<file path="src/rtl/spi_pkg.sv">
// Shared types for the configurable SPI master: FSM states and CPOL/CPHA mode encodings.
package spi_pkg;

    typedef enum logic [1:0] {
        IDLE,
        SETUP,
        TRANSFER,
        HOLD
    } state_t;

    // Mode encoding is {cpol, cpha}
    typedef logic [1:0] spi_mode_t;

    localparam spi_mode_t SPI_MODE0 = 2'b00;
    localparam spi_mode_t SPI_MODE1 = 2'b01;
    localparam spi_mode_t SPI_MODE2 = 2'b10;
    localparam spi_mode_t SPI_MODE3 = 2'b11;

endpackage

</file>
<file path="src/rtl/spi_sck_gen.sv">
// SCK half-period timer: pulses tick_c once every div+1 cycles, held at zero while clear is high.
module spi_sck_gen #(
    parameter int unsigned DIV_WIDTH = 8
) (
    input  logic                 clk,
    input  logic                 rst,
    input  logic                 clear,
    input  logic [DIV_WIDTH-1:0] div,
    output logic                 tick_c
);

    logic [DIV_WIDTH-1:0] cnt;

    // cnt never exceeds div, so the increment cannot wrap
    assign tick_c = !clear && (cnt == div);

    always_ff @(posedge clk or posedge rst) begin
        if (rst) begin
            cnt <= '0;
        end else if (clear || tick_c) begin
            cnt <= '0;
        end else begin
            cnt <= cnt + DIV_WIDTH'(1);
        end
    end

endmodule

</file>
<file path="src/rtl/spi_master_cfg.sv">
// Configurable SPI master: word width, CPOL/CPHA modes, runtime SCK divider, NUM_CS chip selects.
// Optional build macro SPI_LSB_FIRST_EN adds the lsb_first input for LSB-first shifting.
module spi_master_cfg
    import spi_pkg::*;
#(
    parameter int unsigned  DATA_WIDTH = 16,
    parameter int unsigned  NUM_CS     = 4,
    parameter int unsigned  DIV_WIDTH  = 8,
    localparam int unsigned CS_W       = (NUM_CS > 1) ? $clog2(NUM_CS) : 1
) (
    input  logic                  clk,
    input  logic                  rst,
    input  logic                  start,
    input  logic [CS_W-1:0]       cs_sel,
    input  logic                  cpol,
    input  logic                  cpha,
    input  logic [DIV_WIDTH-1:0]  clk_div,
    input  logic [DATA_WIDTH-1:0] data_in,
`ifdef SPI_LSB_FIRST_EN
    input  logic                  lsb_first,
`endif
    output logic [DATA_WIDTH-1:0] data_out,
    output logic                  busy,
    output logic                  new_data,
    input  logic                  miso,
    output logic                  mosi,
    output logic                  sck,
    output logic [NUM_CS-1:0]     cs_n
);

    localparam int unsigned    EW        = $clog2(2 * DATA_WIDTH + 1);
    localparam logic [EW-1:0]  LAST_EDGE = EW'(2 * DATA_WIDTH - 1);

    state_t                  state;
    spi_mode_t               mode_q;
    logic [DIV_WIDTH-1:0]    div_q;
    logic [DATA_WIDTH-1:0]   tx_sr;
    logic [DATA_WIDTH-1:0]   rx_sr;
    logic [EW-1:0]           edge_cnt;
    logic                    tick_c;
    logic                    sample_c;
    logic                    lsb_c;
    logic                    lsb_in_c;

    function automatic logic out_bit(input logic [DATA_WIDTH-1:0] v, input logic lsb);
        return lsb ? v[0] : v[DATA_WIDTH-1];
    endfunction

    function automatic logic [DATA_WIDTH-1:0] shift_out(input logic [DATA_WIDTH-1:0] v,
                                                        input logic lsb);
        return lsb ? {1'b0, v[DATA_WIDTH-1:1]} : {v[DATA_WIDTH-2:0], 1'b0};
    endfunction

    // LSB-first fills from the top so the finished word is in natural bit order
    function automatic logic [DATA_WIDTH-1:0] shift_in(input logic [DATA_WIDTH-1:0] v,
                                                       input logic b, input logic lsb);
        return lsb ? {b, v[DATA_WIDTH-1:1]} : {v[DATA_WIDTH-2:0], b};
    endfunction

    function automatic logic [NUM_CS-1:0] cs_decode(input logic [CS_W-1:0] sel);
        logic [NUM_CS-1:0] d;
        for (int i = 0; i < int'(NUM_CS); i++) begin
            d[i] = (sel != CS_W'(i));
        end
        return d;
    endfunction

`ifdef SPI_LSB_FIRST_EN
    logic lsb_q;

    always_ff @(posedge clk or posedge rst) begin
        if (rst) begin
            lsb_q <= 1'b0;
        end else if (state == IDLE && start) begin
            lsb_q <= lsb_first;
        end
    end

    assign lsb_c    = lsb_q;
    assign lsb_in_c = lsb_first;
`else
    assign lsb_c    = 1'b0;
    assign lsb_in_c = 1'b0;
`endif

    spi_sck_gen #(
        .DIV_WIDTH (DIV_WIDTH)
    ) u_sck_gen (
        .clk    (clk),
        .rst    (rst),
        .clear  (state == IDLE),
        .div    (div_q),
        .tick_c (tick_c)
    );

    // Even edge count = leading edge; CPHA picks whether that edge samples or shifts
    always_comb begin
        sample_c = 1'b0;
        unique case (mode_q)
            SPI_MODE0, SPI_MODE2: sample_c = ~edge_cnt[0];
            SPI_MODE1, SPI_MODE3: sample_c = edge_cnt[0];
        endcase
    end

    always_ff @(posedge clk or posedge rst) begin
        if (rst) begin
            state    <= IDLE;
            sck      <= 1'b0;
            mosi     <= 1'b0;
            cs_n     <= '1;
            busy     <= 1'b0;
            new_data <= 1'b0;
            data_out <= '0;
            mode_q   <= SPI_MODE0;
            div_q    <= '0;
            tx_sr    <= '0;
            rx_sr    <= '0;
            edge_cnt <= '0;
        end else begin
            new_data <= 1'b0;
            case (state)
                IDLE: begin
                    sck <= cpol;
                    if (start) begin
                        state    <= SETUP;
                        busy     <= 1'b1;
                        mode_q   <= {cpol, cpha};
                        div_q    <= clk_div;
                        cs_n     <= cs_decode(cs_sel);
                        rx_sr    <= '0;
                        edge_cnt <= '0;
                        if (cpha) begin
                            tx_sr <= data_in;
                        end else begin
                            mosi  <= out_bit(data_in, lsb_in_c);
                            tx_sr <= shift_out(data_in, lsb_in_c);
                        end
                    end
                end
                SETUP: begin
                    if (tick_c) state <= TRANSFER;
                end
                TRANSFER: begin
                    if (tick_c) begin
                        sck      <= ~sck;
                        edge_cnt <= edge_cnt + EW'(1);
                        if (sample_c) begin
                            rx_sr <= shift_in(rx_sr, miso, lsb_c);
                        end else begin
                            mosi  <= out_bit(tx_sr, lsb_c);
                            tx_sr <= shift_out(tx_sr, lsb_c);
                        end
                        if (edge_cnt == LAST_EDGE) state <= HOLD;
                    end
                end
                HOLD: begin
                    if (tick_c) begin
                        state    <= IDLE;
                        busy     <= 1'b0;
                        cs_n     <= '1;
                        data_out <= rx_sr;
                        new_data <= 1'b1;
                    end
                end
                default: state <= IDLE;
            endcase
        end
    end

endmodule

</file>
<file path="config.mk">
export PLATFORM = sky130hd
export DESIGN_NAME = spi_master_cfg
export DESIGN_NICKNAME = d
export VERILOG_FILES = /design/src/rtl/spi_pkg.sv /design/src/rtl/spi_sck_gen.sv /design/src/rtl/spi_master_cfg.sv
export SDC_FILE = /design/constraint.sdc
export NUM_CORES = 1
export LEC_CHECK = 0
export BUFFER_PORTS_ARGS = -buffer_cell sky130_fd_sc_hd__buf_2
export CORE_MARGIN = 4
export CORE_UTILIZATION = 45
export DETAILED_ROUTE_END_ITERATION = 10
export PLACE_DENSITY = 0.68
export SYNTH_ARGS = -nofsm -noshare
export SYNTH_HDL_FRONTEND = slang
export SYNTH_SLANG_ARGS = --single-unit
</file>
<file path="constraint.sdc">
create_clock -name clk -period 3.2 [get_ports clk]
set_clock_uncertainty 0.2 [all_clocks]
set_input_delay 0.96 -clock clk [delete_from_list [all_inputs] [get_ports clk]]
set_output_delay 0.96 -clock clk [all_outputs]
set_load 0.02 [all_outputs]
</file>
== Word-level counts from Yosys, hierarchy flattened ==
Cells that the tools add are included.
W data, S select, Z words.

* Input port bits: 32
* Flip-flop bits (word level): 82
* Memories: 0
* Bits in writable memories: 0
* ROM bits: 0
* Logic and storage cells: 90
* Output and inout bits: 24
* Latch bits: 0

* Reductions and logical operators: 19
* $mul: 0
* Magnitude comparators: 0
* Bitwise operators: 2
* Div/mod/pow operators: 0
* Equality and inequality tests: 19
* Multiplexer cells: 35
* Add/subtract/negate cells: 2
* Shifts and indexed selects: 0

{| class="wikitable"
|+ Operators by type and width
! kind !! number
|-
| $mux W16 || 7
|-
| $pmux W16 S2 || 2
|-
| $ne A2 B2 Y1 const B || 7
|-
| $mux W6 || 2
|-
| $pmux W6 S2 || 1
|-
| $mux W2 || 5
|-
| $reduce_and A5 Y1 || 2
|-
| $mux W1 || 9
|-
| $add A8 B1 Y8 const B || 1
|-
| $eq A2 B2 Y1 const B || 4
|-
| $eq A8 B8 Y1 || 1
|-
| $mux W4 || 2
|-
| $mux W8 || 1
|-
| $ne A2 B1 Y1 const B || 4
|-
| $pmux W1 S2 || 4
|-
| $pmux W2 S4 || 1
|-
| $pmux W4 S2 || 1
|-
| $reduce_and A4 Y1 || 2
|-
| $add A6 B1 Y6 const B || 1
|-
| $eq A6 B5 Y1 const B || 1
|-
| $reduce_and A2 Y1 || 3
|-
| $reduce_and A3 Y1 || 2
|-
| $reduce_bool A2 Y1 || 3
|-
| $eq A2 B1 Y1 const B || 2
|-
| other kinds (6) || 9
|}

== Depth between registers and ports, before layout ==
Gate-level depths: netlist (run 1).

* Depth after elaboration: 6
* Gate-level depth with buffers: 9
* Depth with buffers taken out: 7

== Modules after synthesis ==
From an unflattened synthesis (run 1), not the netlist that was laid out.

* Cell total of the unflattened synthesis: 333
* Area total of the unflattened synthesis: 3865.0 um2

{| class="wikitable"
|+ By module, submodules not included
! module !! instances !! sequential area each (um2) !! cells an instance !! area an instance (um2)
|-
| spi_master_cfg || 1 || 1831.8 || 286 || 3372.0
|-
| spi_sck_gen || 1 || 200.2 || 47 || 493.0
|}

== Worst setup path after synthesis (run 1) ==
OpenSTA, ideal clock, no wires.

* Path type: input -> register
* Start point: input cpha
* End point: register tx_sr[10]
* Library setup time: 0.126 ns
* Required time: 2.874 ns
* Path buffers: 2
* Setup slack: 0.583 ns
* Stages: 5
* Data arrival time: 2.290 ns
* Cell sequence: clkbuf_1 > buf_1 > mux2i_1 > nor2_1 > a221o_1

* Cells in the longest elaborated chain, start to end: 3

{| class="wikitable"
|+ Ends and longest elaborated chain
! item !! RTL line !! source
|-
| start, declared || spi_master_cfg.sv:16 || <nowiki>input logic cpha,</nowiki>
|-
| $mux W16 || spi_master_cfg.sv:132 || <nowiki>if (cpha) begin</nowiki>
|-
| $mux W16 || spi_master_cfg.sv:124 || <nowiki>if (start) begin</nowiki>
|-
| $pmux W16 S2 || spi_master_cfg.sv:121 || <nowiki>case (state)</nowiki>
|-
| end signal, assigned || spi_master_cfg.sv:133 || <nowiki>tx_sr <= data_in;</nowiki>
|-
| end signal, assigned || spi_master_cfg.sv:136 || <nowiki>tx_sr <= shift_out(data_in, lsb_in_c);</nowiki>
|-
| end signal, assigned || spi_master_cfg.sv:151 || <nowiki>tx_sr <= shift_out(tx_sr, lsb_c);</nowiki>
|-
| end, declared || spi_master_cfg.sv:37 || <nowiki>logic [DATA_WIDTH-1:0] tx_sr;</nowiki>
|}

No other way between the ends. The select of a mux whose other input is x is not followed.
A chain may end at the register's enable or synchronous reset.

== Worst setup path in the final report (run 1) ==
* Start point: register u_sck_gen.cnt[1]
* End point: register rx_sr[8]

* Cells in the longest elaborated chain, start to end: 4

{| class="wikitable"
|+ Ends and longest elaborated chain
! item !! RTL line !! source
|-
| start, declared || spi_sck_gen.sv:12 || <nowiki>logic [DIV_WIDTH-1:0] cnt;</nowiki>
|-
| start signal, assigned || spi_sck_gen.sv:23 || <nowiki>cnt <= cnt + DIV_WIDTH'(1);</nowiki>
|-
| $eq A8 B8 Y1 || spi_sck_gen.sv:15 || <nowiki>assign tick_c = !clear && (cnt == div);</nowiki>
|-
| $logic_and A1 B1 Y1 || spi_sck_gen.sv:15 ||
|-
| $ne A2 B1 Y1 (no source line) || - ||
|-
| $reduce_and A4 Y1 (no source line) || - ||
|-
| end signal, assigned || spi_master_cfg.sv:148 || <nowiki>rx_sr <= shift_in(rx_sr, miso, lsb_c);</nowiki>
|-
| end, declared || spi_master_cfg.sv:38 || <nowiki>logic [DATA_WIDTH-1:0] rx_sr;</nowiki>
|}

No other way between the ends.

==> reports/qor.txt, run 1 <==
Cell taking the most area after synthesis: dfrtp_1
Die area: 10,000 um^2
Dominant synthesized flop cell: dfrtp_1
Final GP Congestion: 0.933
TritonRoute pass-1 iters: 4
GR Overflow Total: 0
Routed WL per cell: 14.2 um
Worst Path Max Fanout: 16
Hold_buf cts: 0
Yosys top cell area share: 50.5%
Hold Crit Class: register to register
Cells after DPL: 487
Yosys cell types: 33
WL final: 7140 um
Area Growth Syn to Fin: 15.8%
Clk sinks: 81
Avg Cell Area, Syn: 11.3 um^2
Boundary pin count: 56
Num CTS Buffers: 9
CP Class: register to register
Pwr Density: 472 nW/um^2
Root cell of the clock tree: clkbuf_8
Post-route antenna net violation count: 0
Die extent in y: 100 um
CTS H-tree lvls: 3
Synth Register Bits: 81
Core footprint: 8220 um^2
Hold Slack: 305 ps
Detailed Route Iter0 Violations: 141
Vias: 2,605
Initial core utilization: 46.4%
WL met2: 3220 um
Overall power: 0.00209 W
VDD IR max: 0.225 mV
Dpl hpwl: 5010 um
Final worst path period share: 87.2%
Count leader, synth: dfrtp_1
Post-cts sizing count: 0
Number of global-route vias before repair: 2,556
EDFF count, synth: 0
Fin cells: 503
FF-to-FF path depth: 5
Max Freq: 358 MHz
Residual DRC: 0
DRT met1 WL: 3500 um
Setup TNS: 0 ps
Worst setup EP type: register
CTS clk-pin slew, worst paths: 80 ps
Synth top area cells: dfrtp_1 (51%), mux2i_1 (9.4%), mux2_2 (8.0%), a221o_1 (3.9%), nor2_1 (3.2%)
GRT Util Overall: 15.1%
Pin count of the biggest net entering global routing: 40
Initial antenna violation count: 0
Post-CTS Setup Bufs: 0
Final min period: 2790 ps
Worst skew pair latency: 350 ps
Startpoint types: register
Critical Path RT: 3190 ps
Post-Syn Nets: 376
Vias per cell: 5.18
Final Hold Vio Count: 0
Wire length on met3: 266 um
Worst slew margin: 36.5%
Ant. Diodes: 0
Ys Warns: 0
Least-Margin Pin Slew: 948 ps
Final #Nets: 432
Fraction of layout cells with a size suffix above 1: 28.4%
Area of the mapped netlist: 3810 um^2
Status: finished, final reports clean
Num rows: 33
Top Layer Used: met4
First-pass GRT wire length: 12,200 um
Part of the Yosys area used for sequential elements: 53.3%
Mapped Cells: 337
Setup-failing EPs final: 0
Worst path arrival time: 2780 ps
RSZ-0062 raised after global routing: no
Async SR Flop Fraction: 100%
CTS tree: built
Core Util, Final: 53.7%
Slew Viols, Final: 0
Clock Path Buffers: 2
Hold Crit Depth: 1
Die X: 100 um
Top cells by count, synth: dfrtp_1 (77), mux2i_1 (36), nor2_1 (33), mux2_2 (27), nand2_1 (27)
Max-cap viol count: 0
Leak Pwr: 2.18 nW
Port bufs: 55
## registers in the layout, indices dropped and copies added, names as in the netlist
name / cells
state: 2
data_out: 16
cs_n: 4
rx_sr: 16
u_sck_gen.cnt: 8
sck: 1
new_data: 1
tx_sr: 16
div_q: 8
mosi: 1
mode_q: 1
edge_cnt: 6
busy: 1
## layout make-up
type / count / area (um^2)
clock buffer: 11 / 151
clock inverter: 5 / 62.6
fill: 735 / 3800
inverter: 26 / 101
multi-input combinational: 214 / 1600
sequential: 81 / 2030
tap: 105 / 131
timing repair buffer: 61 / 333
## stage by stage
stage                     area [um^2]  setup slack [ps]
after floorplan                  3820               583
after global placement           4200               532
after detailed placement         4200               473
after CTS                        4420               415
after global routing             4420               285
final                            4420               409
## cell families (layout without fill, tap and decap cells)
logic type | after synthesis | after routing | synth area share [%]
muxes | 63 | 63 | 17.4
and+or+nand+nor | 90 | 90 | 10.9
xor gates and xnor gates | 18 | 18 | 4.13
DFF | 81 | 81 | 53.3
AOI/OAI and AO/OA | 36 | 36 | 7.32
buffers and inverters | 42 | 103 | 4.66
adders and majority gates | 7 | 7 | 2.30
## routing by layer
layer	vias to the layer above	global-route usage (%)
met5	-	0
met4	0	6.84
met3	12	2.57
met2	55	22.4
met1	1263	21.6
li1	1275	-
## placed cells by master (no fill, tap or decap)
cell and instances:
ha_1 7, o21ai_0 9, nor3_1 4, clkinv_4 1, nand4_2 2, clkbuf_8 11, nand3_1 11, mux2_2 27
buf_2 55, nor2b_1 1, bufinv_16 1, xor2_1 5, nor4_1 2, and3_1 4, o31a_1 1, buf_4 5
mux2i_1 36, or4_1 1, nor4bb_1 1, nand2b_1 1, a221o_1 15, buf_12 1, or2_2 1, a21oi_1 5
or2_1 1, nor3_2 1, inv_1 25, dfstp_2 4, xnor2_1 13, inv_6 1, dfrtp_1 77, clkinvlp_4 3
a32oi_1 4, nor2_1 33, o31ai_1 2, nand2_1 27
## worst paths after layout
| kind | from | endpoint | slack (ps) |
|---|---|---|---|
| max | u_sck_gen.cnt[1] | rx_sr[8] | 410 |
| min | mosi | mosi | 310 |
| max reg2reg | u_sck_gen.cnt[1] | rx_sr[8] | 410 |
| min reg2reg | mosi | mosi | 310 |
| max in group asynchronous | rst | u_sck_gen.cnt[1] | 1580 |
| min in group asynchronous | rst | data_out[15] | 570 |
## report_power, final
| group | internal (W) | leakage, nW | switching [W] |
|---|---|---|---|
| Sequential | 0.00107 | 1.03 | 0.0000282 |
| Clock | 0.000407 | 0.102 | 0.000374 |
| Combinational | 0.0000902 | 1.05 | 0.000117 |
| Total | 0.00157 | 2.18 | 0.000519 |
## critical path, stage by stage, from the launching register on
cell	delay, ps
dfrtp_1	430
xnor2_1	230
nand4_2	220
or2_1	390
or4_1	920
mux2i_1	240
Power figures use the tool's default switching activity.
==> run 2, diff against run 1 <==
--- a/config.mk
+++ b/config.mk
@@ -6,6 +6,7 @@
 export NUM_CORES = 1
 export LEC_CHECK = 0
 export BUFFER_PORTS_ARGS = -buffer_cell sky130_fd_sc_hd__buf_2
+export CORE_ASPECT_RATIO = 0.5
 export CORE_MARGIN = 4
 export CORE_UTILIZATION = 45
 export DETAILED_ROUTE_END_ITERATION = 10
==> run 2 against run 1 <==
Utilization increased by 1.9 points. Total power increased by 15%. Maximum frequency is essentially flat. Count of clock-buffer cells in the layout unchanged. Register-to-register slack is essentially flat. Critical path type unchanged.
==> reports/qor.txt, run 2 (same netlist as run 1, synthesis figures left out) <==
Root cell of the clock tree: clkbuf_16
Number of global-route vias before repair: 2,789
P_int: 0.00186 W
Post-route antenna net violation count: 0
Max-cap viol count: 0
Commonest non-fill, non-tap cell in the layout: dfrtp_1
Reg2Reg Setup Slack: 410 ps
Worst path arrival time: 2830 ps
Slew Viols, Final: 0
Port bufs: 55
CTS H-tree lvls: 3
Post-Place Worst Slack: 390 ps
CP Cell Sequence: xnor2_1 -> nand4_2 -> or2_1 -> or4_1 -> mux2i_1
Area Growth Syn to Fin: 18.4%
Final min period: 2790 ps
GR Overflow Total: 0
Die area: 10,100 um^2
CTS tree: built
Startpoint types: register
Num rows: 23
Fraction of layout cells with a size suffix above 1: 27.8%
Slowest cell on crit path: or4_1
Status: finished, final reports clean
Dpl hpwl: 5480 um
Core footprint: 8120 um^2
TritonRoute pass-1 iters: 4
Final #Nets: 430
Setup WS post-layout: 411 ps
CP max stage delay: 930 ps
Post-CTS Setup Bufs: 0
Worst slew margin: 36.1%
Gate power share: 8.8%
Final GP Congestion: 0.889
Initial core utilization: 47.0%
Clk sinks: 81
Initial antenna violation count: 0
Biggest regs: data_out x16, rx_sr x16, tx_sr x16
Die X: 138 um
CP Class: register to register
Worst setup EP type: register
Critical Path RT: 3240 ps
Vias per cell: 5.21
Worst Path Max Fanout: 16
Seq pwr share: 45.7%
Clock Path Buffers: 2
Vias: 2,645
Switch share: 22.6%
RSZ-0062 raised after global routing: no
Final worst path period share: 87.2%
Boundary pin count: 56
Leak Pwr: 2.22 nW
Pin count of the biggest net entering global routing: 57
GRT Util Overall: 17.0%
Die extent in y: 73.1 um
WL final: 7770 um
Setup TNS: 0 ps
Hold_buf cts: 0
Hold Crit Class: register to register
Num CTS Buffers: 9
CTS clk-pin slew, worst paths: 60 ps
Highest-count cells in the layout ignoring fill and taps: dfrtp_1 (77), buf_2 (55), mux2i_1 (36)
Final Hold Vio Count: 0
Pwr Density: 533 nW/um^2
Residual DRC: 0
Post-cts sizing count: 0
Clk network pwr share: 45.5%
Worst skew pair latency: 330 ps
Core Util, Final: 55.7%
Fin cells: 508
Max Freq: 359 MHz
Routed WL per cell: 15.3 um
Least-Margin Pin Slew: 955 ps
Sw Pwr: 0.000544 W
Cells after DPL: 492
Ant. Diodes: 0
First-pass GRT wire length: 13,700 um
Setup-failing EPs final: 0
VDD IR max: 0.285 mV
Detailed Route Iter0 Violations: 159
-- run 2: worst max-delay path: cells and delay by family, from the launching register on --
kind,cells,cell delay [ps]
flip-flops,1,420
multiplexers,1,320
AND/OR/NAND/NOR,3,1540
XOR/XNOR,1,190
-- run 2: worst paths after layout --
check,startpoint,end,depth (start not counted)
max,u_sck_gen.cnt[3],rx_sr[1],5
min,data_out[5],data_out[5],1
max reg2reg,u_sck_gen.cnt[3],rx_sr[1],5
min reg2reg,data_out[5],data_out[5],1
max in group asynchronous,rst,div_q[0],3
min in group asynchronous,rst,rx_sr[9],2
-- run 2: power by group through the flow --
stage | Clock [W] | Combinational [W] | Sequential, W
final | 0.00110 | 0.000212 | 0.00110
after global routing | 0.00117 | 0.000238 | 0.00111
after CTS | 0.00113 | 0.000216 | 0.00110
after detailed placement | 0 | 0.000214 | 0.00112
after global placement | 0 | 0.000204 | 0.00112
after floorplan | 0 | 0.000127 | 0.00113
-- run 2: per-layer routing --
layer | vias to the layer above | track usage, % | wire length (um)
li1 | 1266 | - | -
met1 | 1321 | 20.5 | 3490
met2 | 48 | 29.3 | 3930
met3 | 10 | 5.10 | 248
met4 | 0 | 6.35 | 108
met5 | - | 0 | 0
-- run 2: cell type report --
cell class	count	area, um^2
clock buffer	11	243
clock inverter	5	78.8
fill	727	3600
inverter	26	101
multi-input combinational	214	1600
sequential	81	2030
tap	112	140
timing repair buffer	59	318
-- run 2: per-stage QoR --
step	power, W	instance area, um^2	hold WS (ps)
final	0.00241	4520	298
after global routing	0.00252	4520	318
after CTS	0.00244	4520	301
after detailed placement	0.00133	4200	288
after global placement	0.00132	4200	283
after floorplan	0.00126	3820	264
